<file path="src/rtl/reset_sequencer.sv">
// Staged reset controller: synchronised release of NUM_DOMAINS active-low resets, software reset and cause reporting.
// Define RSTSEQ_WATCHDOG_EN to build the watchdog that forces a reset when it is not kicked in time.
module reset_sequencer #(
  parameter int NUM_DOMAINS  = 4,
  parameter int SYNC_STAGES  = 2,
  parameter int STAGE_DELAY  = 16,
  parameter int SWRST_CYCLES = 8,
  parameter int WDT_WIDTH    = 16
) (
  input  logic                   clk_i,
  input  logic                   reset_i,
  input  logic                   swrst_req_i,
  input  logic                   wdt_kick_i,
  input  logic [WDT_WIDTH-1:0]   wdt_load_i,
  output logic [NUM_DOMAINS-1:0] domain_rst_no,
  output logic                   seq_busy_o,
  output logic                   seq_done_o,
  output logic                   wdt_expired_o,
  output logic [1:0]             rst_cause_o
);

  localparam int MAX_CNT = (STAGE_DELAY > SWRST_CYCLES) ? STAGE_DELAY : SWRST_CYCLES;
  localparam int CNT_W   = $clog2(MAX_CNT) + 1;
  localparam logic [CNT_W-1:0] STAGE_LAST = CNT_W'(STAGE_DELAY - 1);
  localparam logic [CNT_W-1:0] HOLD_LAST  = CNT_W'(SWRST_CYCLES - 1);

  typedef enum logic [1:0] {ST_ASSERT, ST_RELEASE, ST_DONE, ST_SWRST} state_e;
  typedef enum logic [1:0] {CAUSE_EXT = 2'b00, CAUSE_SW = 2'b01, CAUSE_WDT = 2'b10} cause_e;

  logic [SYNC_STAGES-1:0] sync_q;
  logic                   rst_synced;
  state_e                 state_q, state_d;
  logic [CNT_W-1:0]       cnt_q, cnt_d;
  logic [NUM_DOMAINS-1:0] dom_q, dom_d, dom_step;
  cause_e                 cause_q, cause_d;
  logic                   advance;
  logic                   wdt_fire;

  assign rst_synced = sync_q[SYNC_STAGES-1];
  assign dom_step   = (dom_q << 1) | NUM_DOMAINS'(1);

  // The edge that leaves ASSERT already counts as the first delay edge, so domain k
  // releases SYNC_STAGES + (k+1)*STAGE_DELAY edges after reset_i rises.
  always_comb begin
    // NOTE: every combinational output gets a default first so no path leaves it unassigned (no latch).
    state_d = state_q;
    cnt_d   = cnt_q;
    dom_d   = dom_q;
    cause_d = cause_q;
    advance = 1'b0;
    unique case (state_q)
      ST_ASSERT: begin
        if (rst_synced) begin
          state_d = ST_RELEASE;
          advance = 1'b1;
        end
      end
      ST_RELEASE: advance = 1'b1;
      ST_DONE: begin
        if (wdt_fire) begin
          state_d = ST_SWRST;
          cnt_d   = '0;
          dom_d   = '0;
          cause_d = CAUSE_WDT;
        end else if (swrst_req_i) begin
          state_d = ST_SWRST;
          cnt_d   = '0;
          dom_d   = '0;
          cause_d = CAUSE_SW;
        end
      end
      ST_SWRST: begin
        if (cnt_q == HOLD_LAST) begin
          state_d = ST_RELEASE;
          cnt_d   = '0;
        end else begin
          cnt_d = cnt_q + CNT_W'(1);
        end
      end
    endcase

    if (advance) begin
      if (cnt_q == STAGE_LAST) begin
        cnt_d = '0;
        dom_d = dom_step;
        if (&dom_step) state_d = ST_DONE;
      end else begin
        cnt_d = cnt_q + CNT_W'(1);
      end
    end
  end

  always_ff @(posedge clk_i or negedge reset_i) begin
    if (!reset_i) begin
      sync_q  <= '0;
      state_q <= ST_ASSERT;
      cnt_q   <= '0;
      dom_q   <= '0;
      cause_q <= CAUSE_EXT;
    end else begin
      // NOTE: sequential state uses non-blocking assignments so every flop samples pre-edge values.
      sync_q  <= {sync_q[SYNC_STAGES-2:0], 1'b1};
      state_q <= state_d;
      cnt_q   <= cnt_d;
      dom_q   <= dom_d;
      cause_q <= cause_d;
    end
  end

`ifdef RSTSEQ_WATCHDOG_EN
  logic [WDT_WIDTH-1:0] wdt_q, wdt_d;
  logic                 wdt_exp_q;

  // A kick on the expiry edge reloads instead of firing; a zero load never reaches 1.
  assign wdt_fire = (state_q == ST_DONE) && !wdt_kick_i && (wdt_q == WDT_WIDTH'(1));

  always_comb begin
    wdt_d = wdt_q;
    if (state_q != ST_DONE) begin
      if (state_d == ST_DONE) wdt_d = wdt_load_i;
    end else if (wdt_kick_i) begin
      wdt_d = wdt_load_i;
    end else if (wdt_q != '0) begin
      wdt_d = wdt_q - WDT_WIDTH'(1);
    end
  end

  always_ff @(posedge clk_i or negedge reset_i) begin
    if (!reset_i) begin
      wdt_q     <= '0;
      wdt_exp_q <= 1'b0;
    end else begin
      wdt_q     <= wdt_d;
      wdt_exp_q <= wdt_fire;
    end
  end

  assign wdt_expired_o = wdt_exp_q;
`else
  logic unused_wdt;
  assign unused_wdt    = ^{wdt_kick_i, wdt_load_i};
  assign wdt_fire      = 1'b0;
  assign wdt_expired_o = 1'b0;
`endif

  assign domain_rst_no = dom_q;
  assign seq_done_o    = (state_q == ST_DONE);
  assign seq_busy_o    = ~seq_done_o;
  assign rst_cause_o   = cause_q;

endmodule

</file>
<file path="config.mk">
export PLATFORM = sky130hd
export DESIGN_NAME = reset_sequencer
export DESIGN_NICKNAME = d
export VERILOG_FILES = /design/src/rtl/reset_sequencer.sv
export SDC_FILE = /design/constraint.sdc
export NUM_CORES = 1
export LEC_CHECK = 0
export CAP_MARGIN = 20
export CORE_UTILIZATION = 37
export DETAILED_ROUTE_END_ITERATION = 6
export PLACE_DENSITY = 0.74
export SYNTH_ARGS = -nofsm -noshare
export SYNTH_HDL_FRONTEND = slang
export SYNTH_SLANG_ARGS = --single-unit
</file>
<file path="constraint.sdc">
create_clock -name clk_i -period 1.5 [get_ports clk_i]
set_input_delay 0.375 -clock clk_i [delete_from_list [all_inputs] [get_ports clk_i]]
set_output_delay 0.375 -clock clk_i [all_outputs]
set_load 0.01 [all_outputs]
</file>
==> metrics.md <==
| Metric | Value |
|---|---|
| Status | `finished clean` |
| Final Power | `1.59 mW` |
| Setup CP Type | `flip-flop to flip-flop` |
| Synth cell types | `27` |
| Delay-heaviest family, CP | `flip-flops` |
| Power density cells | `1690 nW/um^2` |
| H-tree levels | `1` |
| CP Launch Type | `flip-flop` |
| Tmin final | `1.45 ns` |
| Ys async rst share | `100%` |
| Clock Tree Buf Depth | `2` |
| Syn Inst Count | `63` |
| # port buffers | `9` |
| Final net count | `109` |
| Main combinational cell family by area after synthesis | `compound AO/OA/AOI/OAI gates` |
| Global-route wire length before repair | `2220 microns` |
| Main synth FF type | `dfrtp_1` |
| Final Slew Violations | `0` |
| Ys Warns | `0` |
| Area grow syn2layout | `34.5%` |
| TritonCTS clock tree | `built` |
| FF+latch count, synth | `14` |
| Post-synth EDFFs | `0` |
| CP Data Required Time | `1.66 ns` |
| Clk_lat worst skew | `0.27 ns` |
| Clk root buf | `clkbuf_4` |
| Final setup viols | `0` |
| Placed Area | `876 sq um` |
| Crit-path max FO | `5` |
| Synth Area in XOR/XNOR | `1.26%` |
| Min-delay worst type | `flip-flop to flip-flop` |
| Final period utilization | `96.6%` |
| GPL Wtd Cong | `0.753` |
| CTS sink cnt | `14` |
| Die Y | `45.4 microns` |
| Top-area cell type share of the netlist area | `50.4%` |
| Mean post-synth cell area | `11.0 sq um` |
| Gr usage total | `15.1%` |
| Mapped Area | `696 sq um` |
| CP Data Arrival Time | `1.61 ns` |
| Initial drt markers | `16` |
| Initial antenna violation count | `0` |
| Final Hold Viols | `0` |
| Antenna-violating nets left | `0` |
| Via Count | `550` |
| Leak | `0.452 nW` |
| Vias in the first global route | `509` |
| DRC | `0` |
| N_diodes | `0` |
| Finished Core Util | `53.6%` |
| Placed cells | `105` |
| Worst path cell trace | `ha_2 > nand3_2 > inv_2 > ha_4 > inv_1 > o2bb2ai_2 > mux2_2` |
| Setup WS pre-CTS | `-0.234 ns` |
| Share of cells above drive strength 1 | `39.3%` |
| Clk pin slew, worst setup/hold paths | `0.08 ns` |
| Die area | `2060 sq um` |
| Synth Area in Compound Gates | `17.4%` |
| Max cap viols | `0` |
| Design area | `936 sq um` |
| Crit end category | `flip-flop` |
| Initial Utilization | `39.9%` |
| Final cell count without fillers | `109` |
| Register area | `350 sq um` |
| Most frequent cells in the layout | `14 x dfrtp_1, 10 x buf_4, 6 x nand2_1, 6 x dlygate4sd2_1, 5 x inv_1` |
| Seq/Total Area, Yosys | `50.4%` |
| Mux contribution to synthesized area | `3.06%` |
| Initial DRT Pass Iterations | `4` |
| Simple-gate share of the synthesized area | `16.0%` |
| Post-Synth Adder-Cell Area | `5.40%` |
| Hpwl dp | `999 microns` |
| CP peak stage delay | `0.36 ns` |
| Setup TNS | `0 ns` |
| Area of the multi-input gates | `357 sq um` |
| Rows | `15` |
| Vias per inst | `5.05` |
| CORE AREA | `1750 sq um` |
| Area contributors post-synth | `dfrtp_1 50%, ha_1 5.4%, nand2_1 3.8%` |
| Unrepaired setup endpoints after global routing | `yes` |
| Routed len/inst | `12.2 microns` |
| Final WS setup | `0.0506 ns` |
| Ports | `29` |
| Clock Skew | `0.00665 ns` |
| GRT overflow | `0` |
| Peak Freq | `690 MHz` |
| Commonest non-fill, non-tap cell in the layout | `dfrtp_1` |
| TritonCTS Buffers | `3` |
| Post-Route WL | `1330 microns` |
| Bufs and invs on worst path | `2` |
| Hold_buf cts | `0` |
| Die X | `45.4 microns` |
| Largest net degree at the start of global routing | `15` |
| CP max-delay cell | `dfrtp_1` |
| Yosys top cell by area | `dfrtp_1` |
| Hold slack | `0.371 ns` |
| Max IR drop VDD | `0.000886 V` |
| Filler cell count | `153` |
## cell families (layout without fill, tap and decap cells)
group	after synthesis	in the layout
buf+inv	8	28
simple gates	20	20
fa+ha+maj	3	3
flops	14	14
compound gates	13	13
other cells	2	3
xor+xnor	1	1
mux	2	2
## Yosys cell counts, drive strengths merged, types with 2 or more instances
cell	count
a22o	2
a31o	3
and2	2
and3	3
buf	2
conb	2
dfrtp	14
ha	3
inv	6
nand2	7
nand3	3
o2bb2ai	2
## registers in the layout, indices dropped and copies added (netlist names)
register       cells
sync_q             2
cnt_q              5
rst_cause_o        1
domain_rst_no      4
state_q            2
## layout make-up
| class | count | area share, % |
|---|---|---|
| clock buffers | 3 | 2.41 |
| inverters | 6 | 2.41 |
| multi-input cells | 42 | 38.1 |
| flip-flops and latches | 14 | 37.4 |
| well taps | 25 | 3.34 |
| repair buffers | 19 | 16.3 |
## power breakdown
| group | leakage [nW] | switching [mW] | internal (mW) |
|---|---|---|---|
| registers | 0.168 | 0.0993 | 0.502 |
| clock network | 0.0138 | 0.107 | 0.0926 |
| logic | 0.270 | 0.329 | 0.457 |
| total | 0.452 | 0.535 | 1.05 |
## timing repair
item,CTS,global route
pin swaps,1,0
setup buffers,1,0
endpoints found under the setup margin,9,8
resized for setup,12,6
## final timing paths
path	end	cells after the start	slack, ns	startpoint
setup / recovery	cnt_q[0]	7	0.05	cnt_q[0]
hold / removal	sync_q[1]	0	0.37	sync_q[0]
setup reg to reg	cnt_q[0]	7	0.05	cnt_q[0]
hold reg to reg	sync_q[1]	0	0.37	sync_q[0]
max in group asynchronous	state_q[0]	2	0.93	reset_i
min in group asynchronous	domain_rst_no[3]	2	0.40	reset_i
## layer usage
layer / global-route usage (%) / share of wire, %
met5: 0 / 0
met4: 3.64 / 0.82
met3: 3.60 / 3.0
met2: 24.3 / 49
met1: 20.5 / 47
No activity file was read; power rests on OpenSTA's default activity.
